`src/rtl/tdm_demux_led_pkg.sv`:
```
// Shared TDM definitions: frame size default and FSM state encoding.
// The matching TDM transmitter imports the same package.
package tdm_demux_led_pkg;

  localparam int N_CH_DEF = 4;

  typedef enum logic {
    ST_IDLE = 1'b0,
    ST_RECV = 1'b1
  } tdm_state_t;

endpackage

```
`src/rtl/tdm_demux_led_slot_counter.sv`:
```
// Slot counter for the TDM receiver.
// Cleared, reloaded to 1 or advanced; flags the final slot.
module tdm_slot_counter #(
  parameter int N_CH  = 4,
  parameter int CNT_W = 2
) (
  input  logic             clk,
  input  logic             rst,
  input  logic             clear,
  input  logic             load1,
  input  logic             inc,
  output logic [CNT_W-1:0] cnt,
  output logic             last
);

  // slot index; only the receiver FSM decides when it moves
  always_ff @(posedge clk or posedge rst) begin
    if (rst) begin
      cnt <= '0;
    end else begin
      unique case (1'b1)
        clear:   cnt <= '0;
        load1:   cnt <= CNT_W'(1);
        inc:     cnt <= cnt + 1'b1;
        default: cnt <= cnt;
      endcase
    end
  end

  assign last = (cnt == CNT_W'(N_CH - 1));

endmodule

```
`src/rtl/tdm_demux_led.sv`:
```
// TDM 1:N receiver driving an LED bank.
// Slots gather in a shadow register; LEDs update once per full frame.
module tdm_demux_led
  import tdm_demux_led_pkg::*;
#(
  parameter int N_CH  = N_CH_DEF,
  parameter int CNT_W = $clog2(N_CH)
) (
  input  logic            clk,
  input  logic            rst,
  input  logic            tick,
  input  logic            sync,
  input  logic            din,
  output logic [N_CH-1:0] led,
  output logic            frame_valid,
  output logic            sync_err
);

  tdm_state_t       state;
  tdm_state_t       nxt;
  logic [CNT_W-1:0] cnt;
  logic             last;
  logic             clr;
  logic             ld1;
  logic             inc;
  logic             wr;
  logic [CNT_W-1:0] widx;
  logic             ld_led;
  logic             fv_d;
  logic             err_d;
  logic [N_CH-1:0]  shadow;

  tdm_slot_counter #(
    .N_CH  (N_CH),
    .CNT_W (CNT_W)
  ) u_cnt (
    .clk   (clk),
    .rst   (rst),
    .clear (clr),
    .load1 (ld1),
    .inc   (inc),
    .cnt   (cnt),
    .last  (last)
  );

  // FSM state register
  always_ff @(posedge clk or posedge rst) begin
    if (rst) state <= ST_IDLE;
    else     state <= nxt;
  end

  // next state and per-slot control; nothing moves without tick
  always_comb begin
    nxt    = state;
    clr    = 1'b0;
    ld1    = 1'b0;
    inc    = 1'b0;
    wr     = 1'b0;
    widx   = cnt;
    ld_led = 1'b0;
    fv_d   = 1'b0;
    err_d  = 1'b0;
    unique case (state)
      ST_IDLE: begin
        if (tick && sync) begin
          wr   = 1'b1;
          widx = '0;
          ld1  = 1'b1;
          nxt  = ST_RECV;
        end
      end
      ST_RECV: begin
        unique case (1'b1)
          (tick && sync): begin
            // early sync restarts at slot 0
            wr    = 1'b1;
            widx  = '0;
            ld1   = 1'b1;
            err_d = !sync_err;
          end
          (tick && !sync): begin
            wr = 1'b1;
            if (last) begin
              ld_led = 1'b1;
              fv_d   = 1'b1;
              clr    = 1'b1;
              nxt    = ST_IDLE;
            end else begin
              inc = 1'b1;
            end
          end
          default: ;
        endcase
      end
      default: nxt = ST_IDLE;
    endcase
  end

  // shadow capture, atomic LED load and registered status pulses
  always_ff @(posedge clk or posedge rst) begin
    if (rst) begin
      shadow      <= '0;
      led         <= '0;
      frame_valid <= 1'b0;
      sync_err    <= 1'b0;
    end else begin
      if (wr)     shadow[widx] <= din;
      if (ld_led) led <= {din, shadow[N_CH-2:0]};
      frame_valid <= fv_d;
      sync_err    <= err_d;
    end
  end

endmodule

```
`config.mk`:
```
export PLATFORM = sky130hd
export DESIGN_NAME = tdm_demux_led
export DESIGN_NICKNAME = d
export VERILOG_FILES = /design/src/rtl/tdm_demux_led_pkg.sv /design/src/rtl/tdm_demux_led_slot_counter.sv /design/src/rtl/tdm_demux_led.sv
export SDC_FILE = /design/constraint.sdc
export NUM_CORES = 1
export LEC_CHECK = 0
export ABC_AREA = 1
export BUFFER_PORTS_ARGS = -buffer_cell sky130_fd_sc_hd__buf_2
export CAP_MARGIN = 10
export CORE_AREA = 4 4 41 43
export DETAILED_ROUTE_END_ITERATION = 7
export DIE_AREA = 0 0 45 47
export SLEW_MARGIN = 25
export SYNTH_ARGS = -nofsm -noshare
export SYNTH_HDL_FRONTEND = slang
export SYNTH_SLANG_ARGS = --single-unit
```
`constraint.sdc`:
```
create_clock -name clk -period 1.05 [get_ports clk]
set_input_delay 0.1575 -clock clk [delete_from_list [all_inputs] [get_ports clk]]
set_output_delay 0.1575 -clock clk [all_outputs]
set_load 0.02 [all_outputs]
```
# [Word-level counts from Yosys, hierarchy flattened]
# Cells that the tools add are included.
# Widths: inputs -> output; s select.
[totals] regBits=13 input_bits=5
[classes] n_eq_ne=1 n_lt_le_gt_ge=2 n_reduce_logical=7 add_sub_neg=1 n_bitwise=1 muxes=18
[ops] operator="$mux 1" count=12
[ops] operator="$pmux 2 s3" count=1
[ops] operator="$bwmux 4" count=1
[ops] operator="$pmux 1 s2" count=2
[ops] operator="$logic_and 1x1->1" count=3
[ops] operator="$lt 2x3->1 const B" count=1
[ops] operator="$reduce_bool 3->1" count=1
[ops] operator="$add 2x1->2 const B" count=1
[ops] operator="$demux 1 s2" count=1
[ops] operator="$eq 2x2->1 const B" count=1
[ops] operator="$ge 2x1->1 const B" count=1
[ops] operator="$logic_not 1->1" count=2
[ops] operator="$mux 2" count=1
[ops] operator="$reduce_or 2->1" count=1
[ops] operator="$not 1->1" count=1

# [Longest topological paths before layout]
# Gate-level depths: netlist of run 1.
[logic_depth] word_depth=7 mapped_depth=5 mapped_depth_nobuf=5

# [Modules after synthesis]
# Synthesis of run 1 repeated with hierarchy kept, for this count alone.
[unflattened] cells_unflattened=70 hier_area_um2=561.8
[modules_own_cells] mod="tdm_demux_led" n_inst=1 seq_area_each_um2=250.2 cells_each=56 area_per_inst_um2=454.2
[modules_own_cells] mod="tdm_slot_counter" n_inst=1 seq_area_each_um2=50.0 cells_each=14 area_per_inst_um2=107.6

# [Worst setup path before layout of run 1]
# OpenSTA, ideal clock, no wires.
[synth_timing] kind="flip-flop to flip-flop" startpoint="register u_cnt.cnt[0]" endpoint="register led[0]" n_path_buf=0 slack_ns=0.000 t_required_ns=0.985 synth_period_minus_slack_ns=1.050 t_arrival_ns=0.985 path_stages_with_launch=6 cell_sequence="dfrtp_1 -> ha_1 -> inv_1 -> nor3_4 -> nand2_1 -> nand2_1"
[synth_between] elab_chain_len=4
[synth_lines] item="from (decl)" line="tdm_demux_led_slot_counter.sv:12" source="output logic [CNT_W-1:0] cnt,"
[synth_lines] item="from (signal assigned)" line="tdm_demux_led_slot_counter.sv:24" source="inc: cnt <= cnt + 1'b1;"
[synth_lines] item="from (signal assigned)" line="tdm_demux_led_slot_counter.sv:25" source="default: cnt <= cnt;"
[synth_lines] item="$eq 2x2->1" line="tdm_demux_led_slot_counter.sv:30" source="assign last = (cnt == CNT_W'(N_CH - 1));"
[synth_lines] item="$mux 1 (3 in a row)"
[synth_lines] item="via clr" line="tdm_demux_led.sv:23" source="logic clr;"
[synth_lines] item="to (signal assigned)" line="tdm_demux_led.sv:108" source="if (ld_led) led <= {din, shadow[N_CH-2:0]};"
[synth_lines] item="to (decl)" line="tdm_demux_led.sv:14" source="output logic [N_CH-1:0] led,"
# The timed path passes the listed nets, and every way through them passes these cells.
# A chain may end at the register's enable or synchronous reset.

# [Final worst setup path of run 1]
[layout_timing] startpoint="register state" endpoint="register led[2]"
[layout_between] elab_chain_len=1
[layout_lines] item="from (decl)" line="tdm_demux_led.sv:19" source="tdm_state_t state;"
[layout_lines] item="from (signal assigned)" line="tdm_demux_led.sv:49" source="else state <= nxt;"
[layout_lines] item="$mux 1" line="tdm_demux_led.sv:63" source="unique case (state)"
# Every way passes these cells.

==> results by group, run 1 <==
Outcome
  • Status: finished clean

Cells and area
  • Share of final-layout standard cells stronger than drive strength 1: 0.358
  • Area grow syn2layout: 31.0%
  • Count of fill cells added during filler insertion: 125
  • # nets final: 88
  • Cell area after layout: 708 sq um
  • Antenna diode count: 0
  • Post-route core utilization: 0.544

STA
  • Measured slew at the worst slew-check pin: 0.460 ns
  • Worst setup skew after layout: 0.00151 ns
  • Post-layout worst setup margin: 0.0348 ns
  • Unrepaired setup endpoints after global routing: yes
  • Max-slew headroom at the worst pin: 0.693
  • Smallest hold slack: 0.144 ns
  • Fmax achieved: 985 MHz
  • Share of the cycle needed by the critical path after routing: 0.967
  • Pins over their slew limit: 0
  • Final min period: 1.02 ns
  • Count of endpoints failing setup in the final report: 0
  • Final hold violation count: 0

Global routing
  • Initial antenna violation count: 0
  • Most Crowded Layer GR: met2
  • Routing usage on met3: 0.0345
  • Wire length of the first global-routing pass: 1640 um
  • Maximum number of pins on one net before global-route repair: 13
  • GRT Overall Usage: 0.107
  • Met2 Use GR: 0.153
  • Via count of the first global-routing pass: 383
  • Met1 Use GR: 0.152
  • Overflow left after global routing: 0

Worst hold path
  • Hold path startpoint: din
  • Worst hold-check path type: primary input to flop

Floorplanning
  • Initial Util: 0.415
  • Width of the chip: 45 um
  • Number of top-level pins: 11
  • Die Outline Area: 2120 sq um
  • Vertical extent of the die: 47 um
  • Floorplan Core Area: 1300 sq um
  • Std-Cell Rows: 13

Synthesis
  • Cell type with the highest aggregate area in the netlist: sky130_fd_sc_hd__dfrtp_1
  • Portion of synthesized cell area occupied by the leading cell type: 0.556
  • Number of synthesized register bits: 12
  • Mapped Cells: 61
  • Per-instance average area after synthesis: 8.86 sq um
  • Synthesized net count: 67
  • Total of warnings raised by yosys: 0
  • Number of unique standard cell types used by synthesis: 13
  • Biggest area contributors in the synthesized netlist: sky130_fd_sc_hd__dfrtp_1, sky130_fd_sc_hd__nand2_1, sky130_fd_sc_hd__nand2_2
  • Sequential area share after synthesis: 0.556
  • Post-synthesis instance area: 541 sq um

Critical path
  • Nature of the critical path endpoint: flop
  • Peak fanout along the critical path: 5
  • Critical Path AT: 1.18 ns
  • Critical R2R Launch: state
  • CP Launch Point: state
  • Worst Setup Start Kind: flop
  • Worst Path Required: 1.21 ns
  • WS Path Type: flop to flop

Pwr
  • LEAKAGE: 0.000400 uW
  • Peak ir drop on the vdd network: 0.798 mV
  • Sum of internal, switching and leakage power: 1460 uW
  • Cell area power density: 2060 nW/um^2

CTS
  • Worst-Skew Late Latency: 0.26 ns
  • Clock tree from TritonCTS: done
  • Number of levels the H-tree was split into: 1
  • Clock transition at the registers of the reported paths: 0.08 ns
  • Inserted Clock Buffers: 3
  • CTS Sinks: 12
  • Buffer cell driving the clock tree root: sky130_fd_sc_hd__clkbuf_4
  • Maximum number of buffers from clock root to sink: 2

Placement
  • Hpwl dp: 777 um
  • Cell area after placement: 632 sq um
  • Count of buffers from port buffering: 10
  • Pre-CTS setup slack: 0.0162 ns
  • RePlAce Congestion: 0.883

Flow run
  • Max Cap Viol: 0

Routing
  • Vias after detailed routing: 437
  • Router iterations before antenna repair: 4
  • Drt total wl: 1010 um
  • Detail-routed net length per standard cell: 10.5 um
  • Post-route antenna net violation count: 0
  • Mean number of vias per cell: 4.55
  • DRC: 0
  • Drt first-iter violations: 10
per-layer routing:
| metal | routed length [um] | vias up |
|---|---|---|
| li1 | - | 234 |
| met3 | 49 | 0 |
| met5 | 0 | - |
| met4 | 0 | 0 |
| met2 | 444 | 6 |
| met1 | 512 | 197 |
cell families after synthesis:
family	Yosys count	share of synthesized area
buffers and inverters	5	0.0347
adders and majority gates	1	0.0231
DFF	12	0.556
and+or+nand+nor	40	0.352
AOI/OAI and AO/OA	3	0.0347
cell usage in the layout (no fill, tap or decap), drive strengths merged, types with 2 or more instances in the layout:
cell    netlist  layout
nand3         5       5
nand2        30      30
buf           0      15
inv           5       5
dfrtp        12      12
clkbuf        0       4
nor2          3       3
o21ai         2       2
power breakdown:
group          internal, uW  total, uW  switching [uW]
sequential              588        660            72.0
clock                   210        360             150
combinational           172        438             266
registers in the layout (all words and copies together), names as in the netlist:
name         count
frame_valid      1
u_cnt.cnt        2
led              4
sync_err         1
state            1
shadow           3
per-stage QoR:
stage	TNS, ns	cells
after global placement	0	89
final	0	96
after CTS	0	94
after floorplan	0	61
after detailed placement	0	89
after global routing	-0.196	96
worst paths after layout:
kind | end | slack, ns | depth (start not counted)
max | led[2] | 0.03 | 5
min | led[3] | 0.14 | 3
max reg2reg | led[2] | 0.03 | 5
min reg2reg | sync_err | 0.43 | 1
max in group asynchronous | shadow[0] | 0.30 | 3
min in group asynchronous | state | 0.43 | 3
critical path, stage by stage (launching register included):
cell and delay, ns:
sky130_fd_sc_hd__dfrtp_1 0.42, sky130_fd_sc_hd__nand2_4 0.11, sky130_fd_sc_hd__nor2_4 0.19, sky130_fd_sc_hd__nand2_4 0.09
sky130_fd_sc_hd__nand2_1 0.07, sky130_fd_sc_hd__nand2_1 0.04
cells in the mapped netlist:
cell                       n
sky130_fd_sc_hd__a21oi_1   1
sky130_fd_sc_hd__dfrtp_1  12
sky130_fd_sc_hd__ha_1      1
sky130_fd_sc_hd__inv_1     5
sky130_fd_sc_hd__nand2_1  26
sky130_fd_sc_hd__nand2_2   4
sky130_fd_sc_hd__nand3_1   5
sky130_fd_sc_hd__nor2_1    2
sky130_fd_sc_hd__nor2_4    1
sky130_fd_sc_hd__nor3_4    1
sky130_fd_sc_hd__nor3b_1   1
sky130_fd_sc_hd__o21ai_1   1
sky130_fd_sc_hd__o21ai_2   1
final cells by class:
cell class / count / area [sq um] / share of cell area
Timing Repair Buffer: 16 / 97.6 / 0.138
Multi-Input combinational cell: 44 / 236 / 0.334
Sequential cell: 12 / 300 / 0.424
Clock buffer: 4 / 36.3 / 0.0512
Tap cell: 15 / 18.8 / 0.0265
Inverter: 5 / 18.8 / 0.0265
timing repair:
action / 4_1_cts / 5_1_grt
hold buffers: 1 / 0
buffers inserted: 0 / 2
endpoints found under the hold margin: 12 / 0
pin swaps: 1 / 10
setup endpoints to repair: 4 / 7
resized for setup: 0 / 5
No activity file was read; power rests on OpenSTA's default activity.
==> run 2, diff against run 1 <==
- PLACE_DENSITY: unset -> 0.66
- SYNTH_HIERARCHICAL: unset -> 1
==> results by group, run 2 <==
Synthesis
  • Number of unique standard cell types used by synthesis: 14 (+1)
  • Cell type with the highest aggregate area in the netlist: sky130_fd_sc_hd__dfrtp_1
  • EDFF count, synth: 0 (unchanged)
  • Biggest area contributors in the synthesized netlist: sky130_fd_sc_hd__dfrtp_1, sky130_fd_sc_hd__nand2_1, sky130_fd_sc_hd__inv_1
  • Total of warnings raised by yosys: 6 (+6)
  • Post-synthesis instance area: 562 sq um (+3.9%)
  • Synthesized net count: 76 (+13%)
  • Number of synthesized register bits: 12 (unchanged)
  • Mapped Cells: 70 (+15%)
  • Main synth FF type: sky130_fd_sc_hd__dfrtp_1
  • Cell with the most instances after synthesis: sky130_fd_sc_hd__nand2_1
  • Commonest cells in the netlist: sky130_fd_sc_hd__nand2_1, sky130_fd_sc_hd__dfrtp_1, sky130_fd_sc_hd__inv_1, sky130_fd_sc_hd__nor2_1, sky130_fd_sc_hd__nand3_1
  • Share of flip-flops with an asynchronous set or reset after synthesis: 1.00 (unchanged)
  • Sequential area share after synthesis: 0.535 (-0.0210)
  • Portion of synthesized cell area occupied by the leading cell type: 0.535 (-0.0210)
  • Per-instance average area after synthesis: 8.03 sq um (-9.4%)

Floorplanning
  • Initial Util: 0.432 (+0.0163)
  • Vertical extent of the die: 47 um (unchanged)
  • Number of top-level pins: 11 (unchanged)
  • Floorplan Core Area: 1300 sq um (unchanged)
  • Width of the chip: 45 um (unchanged)
  • Std-Cell Rows: 13 (unchanged)
  • Die Outline Area: 2120 sq um (unchanged)

Pwr
  • Cell area power density: 2480 nW/um^2 (+21%)
  • Peak ir drop on the vdd network: 1.21 mV (+52%)
  • LEAKAGE: 0.000428 uW (+7.0%)
  • Sum of internal, switching and leakage power: 1920 uW (+31%)

STA
  • Worst setup skew after layout: 0.00461 ns (+0.00309 ns)
  • Share of the cycle needed by the critical path after routing: 0.983 (+0.0161)
  • Pins over their slew limit: 0 (unchanged)
  • Final hold violation count: 0 (unchanged)
  • Final min period: 1.03 ns (+0.0169 ns)
  • Fmax achieved: 969 MHz (-1.6%)
  • Max-slew headroom at the worst pin: 0.744 (+0.0511)
  • Measured slew at the worst slew-check pin: 0.383 ns (-0.0766 ns)
  • Post-layout worst setup margin: 0.0179 ns (-0.0169 ns)
  • Unrepaired setup endpoints after global routing: yes
  • Count of endpoints failing setup in the final report: 0 (unchanged)

Critical path
  • Worst Path Required: 1.20 ns (about the same)
  • Peak fanout along the critical path: 3 (-2)
  • Worst Setup Start Kind: flop
  • WS Path Type: flop to flop
  • Critical Path AT: 1.19 ns (about the same)
  • Nature of the critical path endpoint: flop

Cells and area
  • Area grow syn2layout: 37.4%
  • Count of fill cells added during filler insertion: 132 (+5.6%)
  • Share of final-layout standard cells stronger than drive strength 1: 0.422 (+0.0642)
  • Commonest cells after routing, fill and taps aside: sky130_fd_sc_hd__nand2_1, sky130_fd_sc_hd__dfrtp_1, sky130_fd_sc_hd__buf_2
  • Biggest register: led
  • Max FFs per register: 4 (unchanged)
  • Most common library cell in the layout ignoring fill and taps: sky130_fd_sc_hd__nand2_1
  • Post-route non-filler standard cell count: 105 (+9.4%)
  • Largest registers in the final layout: led: 4 flops, shadow: 3 flops, u_cnt/cnt: 2 flops
  • Antenna diode count: 0 (unchanged)
  • Post-route core utilization: 0.593 (+0.0490)
  • # nets final: 98 (+11%)

Routing
  • Met1 WL: 479 um (-6.4%)
  • Vias after detailed routing: 484 (+11%)
  • Detail Route met2 WL: 651 um (+47%)
  • Drt total wl: 1210 um (+21%)
  • Routed length on met3: 77 um (+57%)
  • Router iterations before antenna repair: 4 (unchanged)
  • Drt first-iter violations: 7 (-3)
  • Mean number of vias per cell: 4.61 (+1.3%)
  • DRC: 0 (unchanged)
  • Detail-routed net length per standard cell: 11.6 um (+10%)
  • Post-route antenna net violation count: 0 (unchanged)
  • Top metal layer carrying routed signals: met4

Placement
  • DP Cell Count: 99 (+11%)
  • RePlAce Congestion: 0.744 (-16%)
  • Count of buffers from port buffering: 10 (unchanged)
  • Hpwl dp: 905 um (+17%)
  • Pre-CTS setup slack: -0.0115 ns (-0.0278 ns)

Global routing
  • Maximum number of pins on one net before global-route repair: 11 (-2)
  • Overflow left after global routing: 0 (unchanged)
  • Via count of the first global-routing pass: 457 (+19%)
  • GRT Overall Usage: 0.133 (+0.0264)
  • Initial antenna violation count: 0 (unchanged)
  • Wire length of the first global-routing pass: 1930 um (+18%)

CTS
  • Buffer cell driving the clock tree root: sky130_fd_sc_hd__clkbuf_4
  • CTS Sinks: 12 (unchanged)
  • Maximum number of buffers from clock root to sink: 2 (unchanged)
  • Clock transition at the registers of the reported paths: 0.07 ns (about the same)
  • Inserted Clock Buffers: 3 (unchanged)
  • Worst-Skew Late Latency: 0.27 ns (about the same)
  • Clock tree from TritonCTS: done
  • Number of levels the H-tree was split into: 1 (unchanged)

Flow run
  • Max Cap Viol: 0 (unchanged)

Worst hold path
  • Worst hold-check path type: primary input to flop

Outcome
  • Status: finished clean
==> run 2: cell families after synthesis <==
family / synth area share
AO/OA/AOI/OAI: 0.0423
buffers and inverters: 0.0668
AND/OR/NAND/NOR: 0.334
adder cells (fa/ha/maj): 0.0223
flip-flops: 0.535
==> run 2: worst paths after layout <==
kind	from	slack [ns]	depth (start not counted)	endpoint
max in group asynchronous	rst	0.34	3	state
min	din	0.14	3	led[3]
min in group asynchronous	rst	0.29	3	u_cnt/cnt[0]
max	u_cnt/cnt[1]	0.02	6	u_cnt/cnt[0]
min reg2reg	sync_err	0.43	1	sync_err
max reg2reg	u_cnt/cnt[1]	0.02	6	u_cnt/cnt[0]
==> run 2: critical path: stages (launching register included) <==
cell and delay [ns]:
sky130_fd_sc_hd__dfrtp_1 0.40, sky130_fd_sc_hd__ha_4 0.18, sky130_fd_sc_hd__inv_2 0.04, sky130_fd_sc_hd__nor2_4 0.13, sky130_fd_sc_hd__nor2_2 0.05, sky130_fd_sc_hd__nand2_1 0.07
sky130_fd_sc_hd__nand2_1 0.05
==> run 2: final cells by class <==
type                       instances  area [sq um]  share of cell area
clock buffer                       3          22.5              0.0292
multi-input combinational         48           275               0.357
tap                               15          18.8              0.0243
sequential                        12           302               0.391
timing repair buffer              17           116               0.151
inverter                          10          37.5              0.0486
==> run 2: routing by layer <==
metal  up-vias  GRT usage
met1       215      0.145
met4         0     0.0351
met2        12      0.229
met3         2     0.0690
met5         -          0
li1        255          -
==> run 2: power by group <==
part	switching (uW)	internal (uW)	leakage (uW)	total (uW)
registers	138	653	0.000149	791
logic	497	364	0.000265	861
clock network	132	133	0.0000138	264
total	768	1150	0.000428	1920
==> run 2: what timing repair did <==
action | CTS | global route
endpoints found under the setup margin | 1 | 8
setup buffers | 2 | 0
pin swaps | 1 | 6
hold endpoints to repair | 12 | 0
hold buffers | 1 | 0
resized for setup | 0 | 17
==> run 2: per-stage QoR <==
step                hold WS (ns)  cell area [sq um]  setup TNS, ns
floorplan                 -0.101                567       -0.00781
global route               0.127                772         -0.368
global placement          0.0194                666              0
finish                     0.135                772              0
detailed placement        0.0251                666        -0.0115
CTS                        0.133                713       -0.00686
